## config.mk

```make
export PLATFORM = sky130hd
export DESIGN_NAME = csa_accum_ctrl
export DESIGN_NICKNAME = d
export VERILOG_FILES = /design/src/rtl/csa_accum_ctrl.sv
export SDC_FILE = /design/constraint.sdc
export NUM_CORES = 1
export LEC_CHECK = 0
export ABC_AREA = 1
export BUFFER_PORTS_ARGS = -buffer_cell sky130_fd_sc_hd__buf_2
export CORE_MARGIN = 8
export CORE_UTILIZATION = 54
export CTS_BUF_LIST = sky130_fd_sc_hd__clkbuf_4
export DETAILED_ROUTE_END_ITERATION = 16
export PLACE_DENSITY = 0.79
export SYNTH_ARGS = -nofsm -noshare
export SYNTH_HDL_FRONTEND = slang
export SYNTH_SLANG_ARGS = --single-unit
```

## constraint.sdc

```tcl
create_clock -name clk -period 1.6 [get_ports clk]
set_clock_uncertainty 0.2 [all_clocks]
set_input_delay 0.4 -clock clk [delete_from_list [all_inputs] [get_ports clk]]
set_output_delay 0.4 -clock clk [all_outputs]
set_load 0.005 [all_outputs]
```

## src/rtl/csa_accum_ctrl.sv

```systemverilog
// Sequential multi-operand unsigned accumulator built around one shared 3:2 carry-save row.
// The running total stays redundant (S, C) and is resolved by iterating the row with a zero third input.
module csa_accum_ctrl #(
  parameter int unsigned WIDTH = 16,
  parameter int unsigned CNT_W = 8
) (
  input  logic             clk,
  input  logic             rst_n,
  input  logic             in_valid,
  output logic             in_ready,
  input  logic [WIDTH-1:0] in_data,
  input  logic             in_last,
  output logic             out_valid,
  input  logic             out_ready,
  output logic [WIDTH-1:0] out_sum,
  output logic [CNT_W-1:0] out_count,
  output logic             out_ovf
);

  typedef enum logic [1:0] {
    ST_ACC     = 2'd0,
    ST_RESOLVE = 2'd1,
    ST_OUT     = 2'd2
  } state_e;

  state_e           state_q, state_d;
  logic [WIDTH-1:0] s_q, s_d;
  logic [WIDTH-1:0] c_q, c_d;
  logic [CNT_W-1:0] cnt_q, cnt_d;
  logic             ovf_q, ovf_d;
  logic [WIDTH-1:0] maj;
  logic [WIDTH-1:0] rcar;

  always_comb begin
    state_d = state_q;
    s_d     = s_q;
    c_d     = c_q;
    cnt_d   = cnt_q;
    ovf_d   = ovf_q;
    maj     = (s_q & c_q) | (s_q & in_data) | (c_q & in_data);
    rcar    = s_q & c_q;
    case (state_q)
      ST_ACC: begin
        if (in_valid) begin
          s_d   = s_q ^ c_q ^ in_data;
          // Carry out of the top bit is worth exactly 2^WIDTH: fold it into ovf.
          c_d   = {maj[WIDTH-2:0], 1'b0};
          ovf_d = ovf_q | maj[WIDTH-1];
          if (cnt_q != '1) cnt_d = cnt_q + 1'b1;
          if (in_last) state_d = ST_RESOLVE;
        end
      end
      ST_RESOLVE: begin
        if (c_q == '0) begin
          state_d = ST_OUT;
        end else begin
          s_d   = s_q ^ c_q;
          c_d   = {rcar[WIDTH-2:0], 1'b0};
          ovf_d = ovf_q | rcar[WIDTH-1];
        end
      end
      ST_OUT: begin
        if (out_ready) begin
          state_d = ST_ACC;
          s_d     = '0;
          c_d     = '0;
          cnt_d   = '0;
          ovf_d   = 1'b0;
        end
      end
      default: state_d = ST_ACC;
    endcase
  end

  always_ff @(posedge clk or negedge rst_n) begin
    if (!rst_n) begin
      state_q <= ST_ACC;
      s_q     <= '0;
      c_q     <= '0;
      cnt_q   <= '0;
      ovf_q   <= 1'b0;
    end else begin
      state_q <= state_d;
      s_q     <= s_d;
      c_q     <= c_d;
      cnt_q   <= cnt_d;
      ovf_q   <= ovf_d;
    end
  end

  assign in_ready  = (state_q == ST_ACC);
  assign out_valid = (state_q == ST_OUT);
  assign out_sum   = s_q;
  assign out_count = cnt_q;
  assign out_ovf   = ovf_q;

endmodule

```

==> run metrics, run 1 <==
Clk network pwr share 6.7%; dpl ws -111 ps; Mapped Nets 450; Yosys reg bits 42; EDFF count, synth 0; largest net degree at the start of global routing 32; Synth async-reset ratio 100%; crit-path cells inv_2 > ha_4 > buf_6 > nand2_4 > nand2_4 > nor2_4 > buf_6 > buf_6 > nand2_8 > o21bai_1 > nand2_1 > inv_1; IO Port Bufs 47; count leader, synth nand2_1; CP max-delay cell dfrtp_1; CTS sink count 42; register area share after synthesis about a third; drt first pass iters 7; most instantiated cells after synthesis nand2_1 (124), nand3_1 (69), dfrtp_1 (42); area leader, netlist dfrtp_1; max-capacitance violation count 0; Clock transition at path regs 130 ps; combinational share of power 73.9%; Cells after DPL 512; CTS tree done; worst hold path class in -> reg; number of global-route vias before repair 2,992; Mean Syn Cell Area 8.05 um2; Synth cell types 23; Pwr per Cell Area 2340 nW/um2; WP data arrival 2050 ps; Setup WS post-layout -331 ps; Rows 28; total power between 0.01 and 0.015 W; die extent in x 92.3 um; CP top delay family buffers and inverters; CTS Root Cell clkbuf_4; status finished with violations; worst vdd ir 1490 uV; Total Routing Usage GR a little over a fifth; required time of the critical path 1720 ps; Internal 0.00537 W; relative slew slack 72.2%; fin nets ~540; GRT overflow 0; core region area 5780 um2; GPL Wtd Cong 0.815; yosys warns 0; starting density of the core 54.4%; H-Tree Depth 2; DP Area 3630 um2; Syn Std Cell Area 3150 um2; CTS buffer count 5; layout cell share with drive strength beyond 1 41.2%; WL/cell 20.8 um; CP Launch Point state_q[0]; Post-Layout Cell Count 558; Psw around 0.0052 W; failing checks negative setup slack; Design Area, Final between 4000 and 5000 um2; Setup TNS Final -11,390 ps; total wire length 11,600 um; vias per cell 6.33; DIE AREA 8530 um2; area added between synthesis and finish 44.1%; remaining antenna violation count 0; r2r startpoint state_q[0]; LEAKAGE approximately 2.4 nW; Top Ports 48; worst path bufs/invs 5; Synth area leaders dfrtp_1 (33%), nand2_1 (15%), nand3_1 (11%); initial antenna violation count 0; fmax 518 MHz; max-slew violation count 0; Period minus WS final 1930 ps; period utilisation layout 121%; most used flip-flop cell after synthesis dfrtp_1; 1st-iter DRT viols 388; max incr delay on CP between 400 and 500 ps; Most common cell on crit path buf_6; via count approximately 3,500; die height 92.3 um; Setup-failing EPs final 47; unrepaired setup endpoints after global routing yes; hold path start in_data[0]; actual slew at the worst max-slew pin 417 ps; Switching Share 49.4%; DRC violations left 0; Skew-Pair Late Insertion Delay ~370 ps; antenna cells 0; hpwl dp 5500 um; clk buf depth 2; Mapped Cells between 300 and 400; Worst Path Max Fanout 7; Hold Fails Final Rpt 0; global-route wire length before repair 14,700 um; post-synth top area share 33.4%; Worst Setup Start Kind register; critical path class reg -> reg; Critical Path End Type register; sequential share of power 19.4%
==> repair_timing <==
item | CTS | global route
pin swaps | 4 | 36
setup buffers | 12 | 19
gates cloned | 2 | 5
hold buffers | 1 | 0
endpoints found under the hold margin | 14 | 0
endpoints found under the setup margin | 46 | 64
resized for setup | 35 | 70
==> flip-flops by register name, summed over array words and instances (netlist names) <==
signal	cells
out_ovf	1
state_q	2
c_q	15
out_count	8
out_sum	16
==> area by class of cell <==
class                           count  area, um2
Inverter                           21       96.3
Sequential cell                    42       1070
Clock buffer                        5       37.5
Timing Repair Buffer              109       1020
Multi-Input combinational cell    303       2180
Clock inverter                      3       40.0
Tap cell                           75       93.8
Fill cell                         338       1240
==> cell usage in the layout, fill, tap and decap left out, drive strengths merged <==
master / instances
bufinv: 1
dfrtp: 42
buf: 104
nor3: 1
nor2: 15
o21ai: 7
a21oi: 3
nand3b: 1
clkinv: 3
fa: 15
nand3: 72
clkbuf: 9
inv: 20
dlygate4sd3: 1
nand2: 131
ha: 23
o21bai: 3
nand4: 32
==> per-stage QoR <==
step | hold WS, ps | util (%)
after CTS | 197 | 68.9
after global routing | 200 | 78.5
final | 192 | 78.5
after global placement | 147 | 62.8
after floorplan | -95.6 | -
after detailed placement | 155 | 62.8
==> routing by layer <==
metal	routed length, um	share of wire, %	up-vias	global-route usage [%]
met5	0	0	-	0
met4	808	7.0	0	7.25
met3	1110	9.5	88	5.18
met2	5580	48	267	34.0
met1	4120	35	1674	26.6
li1	-	-	1502	-
==> path summary, 6_finish.rpt <==
path | to | depth (start not counted) | slack (ps)
max | out_count[6] | 12 | -330
min | out_sum[0] | 4 | 190
max reg2reg | out_count[6] | 12 | -330
min reg2reg | out_sum[0] | 2 | 380
max in group asynchronous | out_sum[8] | 3 | 410
min in group asynchronous | out_count[2] | 2 | 270
==> cells by family after synthesis <==
kind of cell	share of synthesized area [%]
flip-flops	33.4
AO/OA/AOI/OAI	2.78
adder cells (fa/ha/maj)	18.7
buffers and inverters	7.95
AND/OR/NAND/NOR	37.2
==> worst register-to-register path: cells and delay by family, from the launching register on <==
kind / cells / cell delay (ps)
fa+ha+maj: 1 / 170
buf+inv: 5 / 490
simple gates: 5 / 440
flops: 1 / 410
compound gates: 1 / 190
==> power by group through the flow <==
stage | Combinational (W) | Sequential (W) | Clock (W)
6_report | 0.00784 | 0.00205 | 0.000712
5_1_grt | 0.00833 | 0.00210 | 0.000753
4_1_cts | 0.00586 | 0.00196 | 0.000708
3_5_place_dp | 0.00507 | 0.00197 | 0
3_3_place_gp | 0.00490 | 0.00194 | 0
2_1_floorplan | 0.00350 | 0.00192 | 0
(Power assumes the default switching activity.)
==> run 2: changes to the inputs <==
--- a/config.mk
+++ b/config.mk
@@ -5,12 +5,12 @@
 export SDC_FILE = /design/constraint.sdc
 export NUM_CORES = 1
 export LEC_CHECK = 0
-export ABC_AREA = 1
 export BUFFER_PORTS_ARGS = -buffer_cell sky130_fd_sc_hd__buf_2
 export CORE_MARGIN = 8
-export CORE_UTILIZATION = 54
+export CORE_UTILIZATION = 53
 export CTS_BUF_LIST = sky130_fd_sc_hd__clkbuf_4
 export DETAILED_ROUTE_END_ITERATION = 16
+export GPL_TIMING_DRIVEN = 0
 export PLACE_DENSITY = 0.79
 export SYNTH_ARGS = -nofsm -noshare
 export SYNTH_HDL_FRONTEND = slang
==> run 2 against run 1 <==
- the run ends with negative hold slack, negative setup slack left
- utilization decreased by 4.4 points
- critical path depth shrank 5
- sequential power grew 9%
- area after synthesis decreased by 5.4%
- first-iteration DRC count fell by 68%
- die area decreased by 3.0%
- largest power group unchanged
==> run metrics, run 2 <==
status finished with violations; failing checks negative hold slack, negative setup slack; combinational share of power 69.9%; vias per cell 5.46; Synth area leaders dfrtp_1 (35%), mux2_4 (15%), fa_1 (10%); post-synth top area share 35.3%; relative slew slack 38.1%; IO Port Bufs 47; FF-to-FF setup slack -400 ps; WL/cell 17.4 um; Design Area, Final approximately 4000 um2; die extent in x 91.0 um; Period minus WS final 2000 ps; largest net degree at the start of global routing 43; period utilisation layout 125%; GRT overflow 0; CTS tree done; fin nets 424; total power 0.00936 W; core region area approximately 5500 um2; total wire length between 7000 and 8000 um; drt first pass iters 4; Pwr per Cell Area between 2000 and 2500 nW/um2; CTS buffer count 5; DP Area 3440 um2; number of global-route vias before repair 2,417; worst path bufs/invs 2; area added between synthesis and finish 36.1%; Top Ports 48; GPL Wtd Cong 0.817; Syn Std Cell Area slightly below 3000 um2; unrepaired setup endpoints after global routing yes; CP max-delay cell dfrtp_1; Worst Path Max Fanout 10; LEAKAGE 2.00 nW; sequential share of power 23.9%; yosys warns 0; Synth cell types 38; worst vdd ir 1340 uV; Total Routing Usage GR 17.5%; Mean Syn Cell Area 10.7 um2; Mapped Cells 279; WP data arrival slightly above 2000 ps; final hold slack -44.8 ps; CP top delay family flip-flops; Setup WS post-layout -400 ps; Setup TNS Final -15,000 ps; count leader, synth dfrtp_1; clk buf depth 2; remaining antenna violation count 0; Critical Path End Type register; EDFF count, synth 0; hpwl dp 4850 um; starting density of the core 54.4%; worst hold path class in -> async; max incr delay on CP approximately 420 ps; initial antenna violation count 0; Mapped Nets 338; crit-path cells buf_6 > ha_4 > nand2b_4 > nand3_2 > o22ai_4 > buf_8 > mux2_4; critical path class reg -> reg; Psw slightly below 0.004 W; Setup-failing EPs final between 40 and 50; Skew-Pair Late Insertion Delay 370 ps; Rows 27; fmax 500 MHz; Yosys reg bits 42; most common cell after layout, fill and taps aside buf_2; antenna cells 0; Synth async-reset ratio 100%; area leader, netlist dfrtp_1; most instantiated cells after synthesis dfrtp_1 (42), o21ai_0 (34), inv_1 (32); final core utilization around 74%; max-slew violation count 0; register area share after synthesis 35.3%; layout cell share with drive strength beyond 1 50.0%; Clock transition at path regs 150 ps; Clk network pwr share 6.2%; Switching Share 42.1%; die height 91.0 um; Worst Setup Start Kind register; DIE AREA 8270 um2; Internal 0.00542 W; H-Tree Depth 2; required time of the critical path 1660 ps; actual slew at the worst max-slew pin 929 ps; CTS sink count 42; global-route wire length before repair 11,800 um; most frequent cells in the layout buf_2 (41), mux2_4 (32), inv_1 (30); max FFs per register 16; most used flip-flop cell after synthesis dfrtp_1; CTS Root Cell clkbuf_4; max-capacitance violation count 0; via count between 2,000 and 2,500; 1st-iter DRT viols roughly 120; Hold Fails Final Rpt 42; DRC violations left 0
[run 2: path summary, 6_finish.rpt]
kind / startpoint / endpoint / cells after the start
hold reg to reg: out_sum[0] / out_sum[0] / 1
setup reg to reg: state_q[1] / out_sum[6] / 7
max in group asynchronous: rst_n / c_q[1] / 1
hold / removal: rst_n / out_sum[2] / 1
setup / recovery: state_q[1] / out_sum[6] / 7
min in group clk: out_ready / out_ovf / 3
[run 2: logic make-up after synthesis]
| group | count (synthesis) | synth area share (%) |
|---|---|---|
| flip-flops | 42 | 35.3 |
| AO/OA/AOI/OAI | 55 | 11.3 |
| buffers and inverters | 45 | 7.02 |
| AND/OR/NAND/NOR | 67 | 10.7 |
| adder cells (fa/ha/maj) | 38 | 19.7 |
| multiplexers | 32 | 15.9 |
[run 2: area by class of cell]
class / count / area [um2]
multi-input cells: 192 / 1990
fillers: 366 / 1420
flip-flops and latches: 42 / 1070
repair buffers: 80 / 563
plain buffers: 12 / 166
inverters: 32 / 123
well taps: 72 / 90.1
clock buffers: 6 / 45.0
clock inverters: 2 / 13.8
[run 2: worst reg2reg max path: stages, from the launching register on]
cell and delay, ps:
dfrtp_1 420, buf_6 130, ha_4 170, nand2b_4 110, nand3_2 100, o22ai_4 240, buf_8 220, mux2_4 320
[run 2: power groups by stage]
stage / Sequential, W / Clock [W] / Combinational (W)
global route: 0.00231 / 0.000631 / 0.00716
detailed placement: 0.00224 / 0 / 0.00525
floorplan: 0.00212 / 0 / 0.00405
global placement: 0.00219 / 0 / 0.00504
CTS: 0.00222 / 0.000578 / 0.00589
finish: 0.00223 / 0.000577 / 0.00654
[run 2: timing repair]
| item | in CTS | in global routing |
|---|---|---|
| buffers inserted | 13 | 19 |
| gates resized for setup | 38 | 40 |
| pin swaps | 5 | 7 |
| gates cloned | 1 | 1 |
| setup endpoints to repair | 47 | 64 |
| hold endpoints to repair | 42 | 12 |
[run 2: layer usage]
metal  GRT usage (%)  part of all wire [%]  vias to the layer above
met5               0                     0                        -
met4            6.00                   1.3                        0
met3            4.03                   3.6                       10
met2            30.5                    51                       65
met1            20.5                    44                     1190
li1                -                     -                     1127
[run 2: per-stage QoR]
stage               setup WS (ps)  hold WS [ps]  instances
finish                       -400         -44.8        438
global route                 -459         0.674        438
CTS                          -373         -20.1        419
detailed placement           -467           331        398
global placement             -442           306        398
floorplan                    -268         -95.6        279
==> run 3: changes to the inputs <==
==> config.mk (replaced) <==
export PLATFORM = sky130hd
export DESIGN_NAME = csa_accum_ctrl
export DESIGN_NICKNAME = d
export VERILOG_FILES = /design/src/rtl/csa_accum_ctrl.sv
export SDC_FILE = /design/constraint.sdc
export NUM_CORES = 1
export LEC_CHECK = 0
export CORE_UTILIZATION = 59
export CTS_BUF_LIST = sky130_fd_sc_hd__clkbuf_4
export DETAILED_ROUTE_END_ITERATION = 16
export DONT_BUFFER_PORTS = 1
export GPL_TIMING_DRIVEN = 0
export PLACE_DENSITY = 0.78
export SYNTH_ARGS = -nofsm -noshare
export SYNTH_HDL_FRONTEND = slang
export SYNTH_SLANG_ARGS = --single-unit
==> run 3 against run 2 <==
- the run ends with negative setup slack left
- via count decreased by 11%
- largest cell class unchanged
- register-to-register slack got worse by 70 ps
- highest routed layer unchanged
- sequential share of layout area grew 3.5 points
- critical endpoint is now c_q[10]
- count of clock-buffer cells in the layout up 1
- global-route usage up 9.3 points
- largest power group unchanged
- non-clock buffer count decreased by 59
- fmax decreased by 3.2%
- wire length decreased by 15%
- sequential cell count unchanged
==> run metrics, run 3 (synthesis results as in run 2) <==
unrepaired setup endpoints after global routing yes; initial antenna violation count 0; fmax 484 MHz; actual slew at the worst max-slew pin 400 ps; final hold slack 130 ps; end of the worst hold path out_ovf; IO Port Bufs 0; max-capacitance violation count 0; Reg2Reg Capture Point c_q[10]; starting density of the core 62.2%; Hold Fails Final Rpt 0; Setup-failing EPs final 44; Top Ports 48; most common cell after layout, fill and taps aside dfrtp_1; CTS buffer count 5; 1st-iter DRT viols 143; GRT overflow 0; Cells after DPL 346; FF-to-FF setup slack -470 ps; via count 2,128; number of global-route vias before repair 2,179; hpwl dp 4210 um; max incr delay on CP 450 ps; hold depth 2; Clock transition at path regs around 120 ps; required time of the critical path about 1700 ps; DRC violations left 0; Worst Setup Start Kind register; remaining antenna violation count 0; worst path bufs/invs 2; Setup WS post-layout -465 ps; status finished with violations; final core utilization about 74%; CP top delay family simple AND/OR/NAND/NOR gates; LEAKAGE 1.71 nW; area added between synthesis and finish 19.4%; CTS sink count 42; worst hold path class in -> reg; worst vdd ir 1670 uV; max-slew violation count 0; layout cell share with drive strength beyond 1 32.6%; global-route wire length before repair 10,800 um; failing checks negative setup slack; clk buf depth 2; fin nets ~370; largest net degree at the start of global routing 43; Most common cell on crit path buf_12; WP data arrival 2120 ps; total power 0.00909 W; period utilisation layout 129%; die height ~73 um; Period minus WS final 2070 ps; critical path class reg -> reg; R2R depth 6; Skew-Pair Late Insertion Delay 360 ps; H-Tree Depth 2; hold path start out_ready; GPL Wtd Cong 0.737; DIE AREA 5340 um2; Total Routing Usage GR 26.8%; Worst Path Max Fanout 10; Rows 25; Post-Layout Cell Count between 300 and 400; most frequent cells in the layout dfrtp_1 (36), mux2_4 (31), inv_1 (30); relative slew slack between 70% and 80%; total wire length about 6500 um; WL/cell between 15 and 20 um; drt first pass iters 6; die extent in x 73.0 um; max FFs per register 16; core region area about 4800 um2; CTS tree done; r2r startpoint c_q[10]; fillers 321; CTS Root Cell clkbuf_4; Pwr per Cell Area 2560 nW/um2; crit-path cells nor4_4 > and4_4 > o22ai_4 > buf_12 > buf_12 > mux2_4; vias per cell 5.69; antenna cells 0; CP max-delay cell dfrtp_2; Critical Path End Type register
run 3: worst max path at each step:
stage | slack, ps | endpoint | from | cells after the start
6_report | -470 | c_q[10] | c_q[10] | 6
5_1_grt | -530 | c_q[15] | state_q[1] | 8
4_1_cts | -430 | c_q[10] | state_q[1] | 7
3_5_place_dp | -490 | out_sum[12] | c_q[7] | 5
3_3_place_gp | -470 | out_sum[4] | c_q[7] | 5
2_1_floorplan | -270 | c_q[10] | state_q[1] | 7
run 3: layer usage:
| metal | vias to the layer above | GRT usage, % | wire length [um] |
|---|---|---|---|
| met4 | 0 | 5.66 | 57 |
| met1 | 1048 | 37.2 | 2800 |
| li1 | 1016 | - | - |
| met2 | 57 | 44.1 | 3310 |
| met3 | 7 | 4.42 | 323 |
| met5 | - | 0 | 0 |
run 3: what timing repair did:
action / 4_1_cts / 5_1_grt
pin swaps: 6 / 5
gates cloned: 0 / 1
endpoints found under the hold margin: 42 / 0
buffers inserted: 15 / 3
hold buffers: 2 / 0
resized for setup: 20 / 7
setup endpoints to repair: 44 / 44
run 3: area by class of cell:
class	count	area [um2]	area share [%]
Buffer	12	135	3.80
Clock buffer	7	52.6	1.48
Clock inverter	1	30.0	0.845
Inverter	32	123	3.45
Multi-Input combinational cell	192	1870	52.5
Sequential cell	42	1060	29.8
Tap cell	67	83.8	2.36
Timing Repair Buffer	21	206	5.81
run 3: worst reg2reg max path, stage by stage (launching register included):
cell and delay, ps:
dfrtp_2 450, nor4_4 340, and4_4 300, o22ai_4 90, buf_12 150, buf_12 150, mux2_4 300
run 3: through the flow:
stage	setup TNS, ps	area (um2)	setup slack (ps)
after floorplan	-9890	3110	-268
after global placement	-17050	3190	-472
after detailed placement	-18100	3190	-493
after CTS	-15840	3470	-431
after global routing	-20380	3550	-527
final	-17470	3550	-465
run 3: where the power goes:
part,internal (W),switching [W]
Combinational,0.00347,0.00262
Sequential,0.00156,0.000712
Clock,0.000366,0.000361
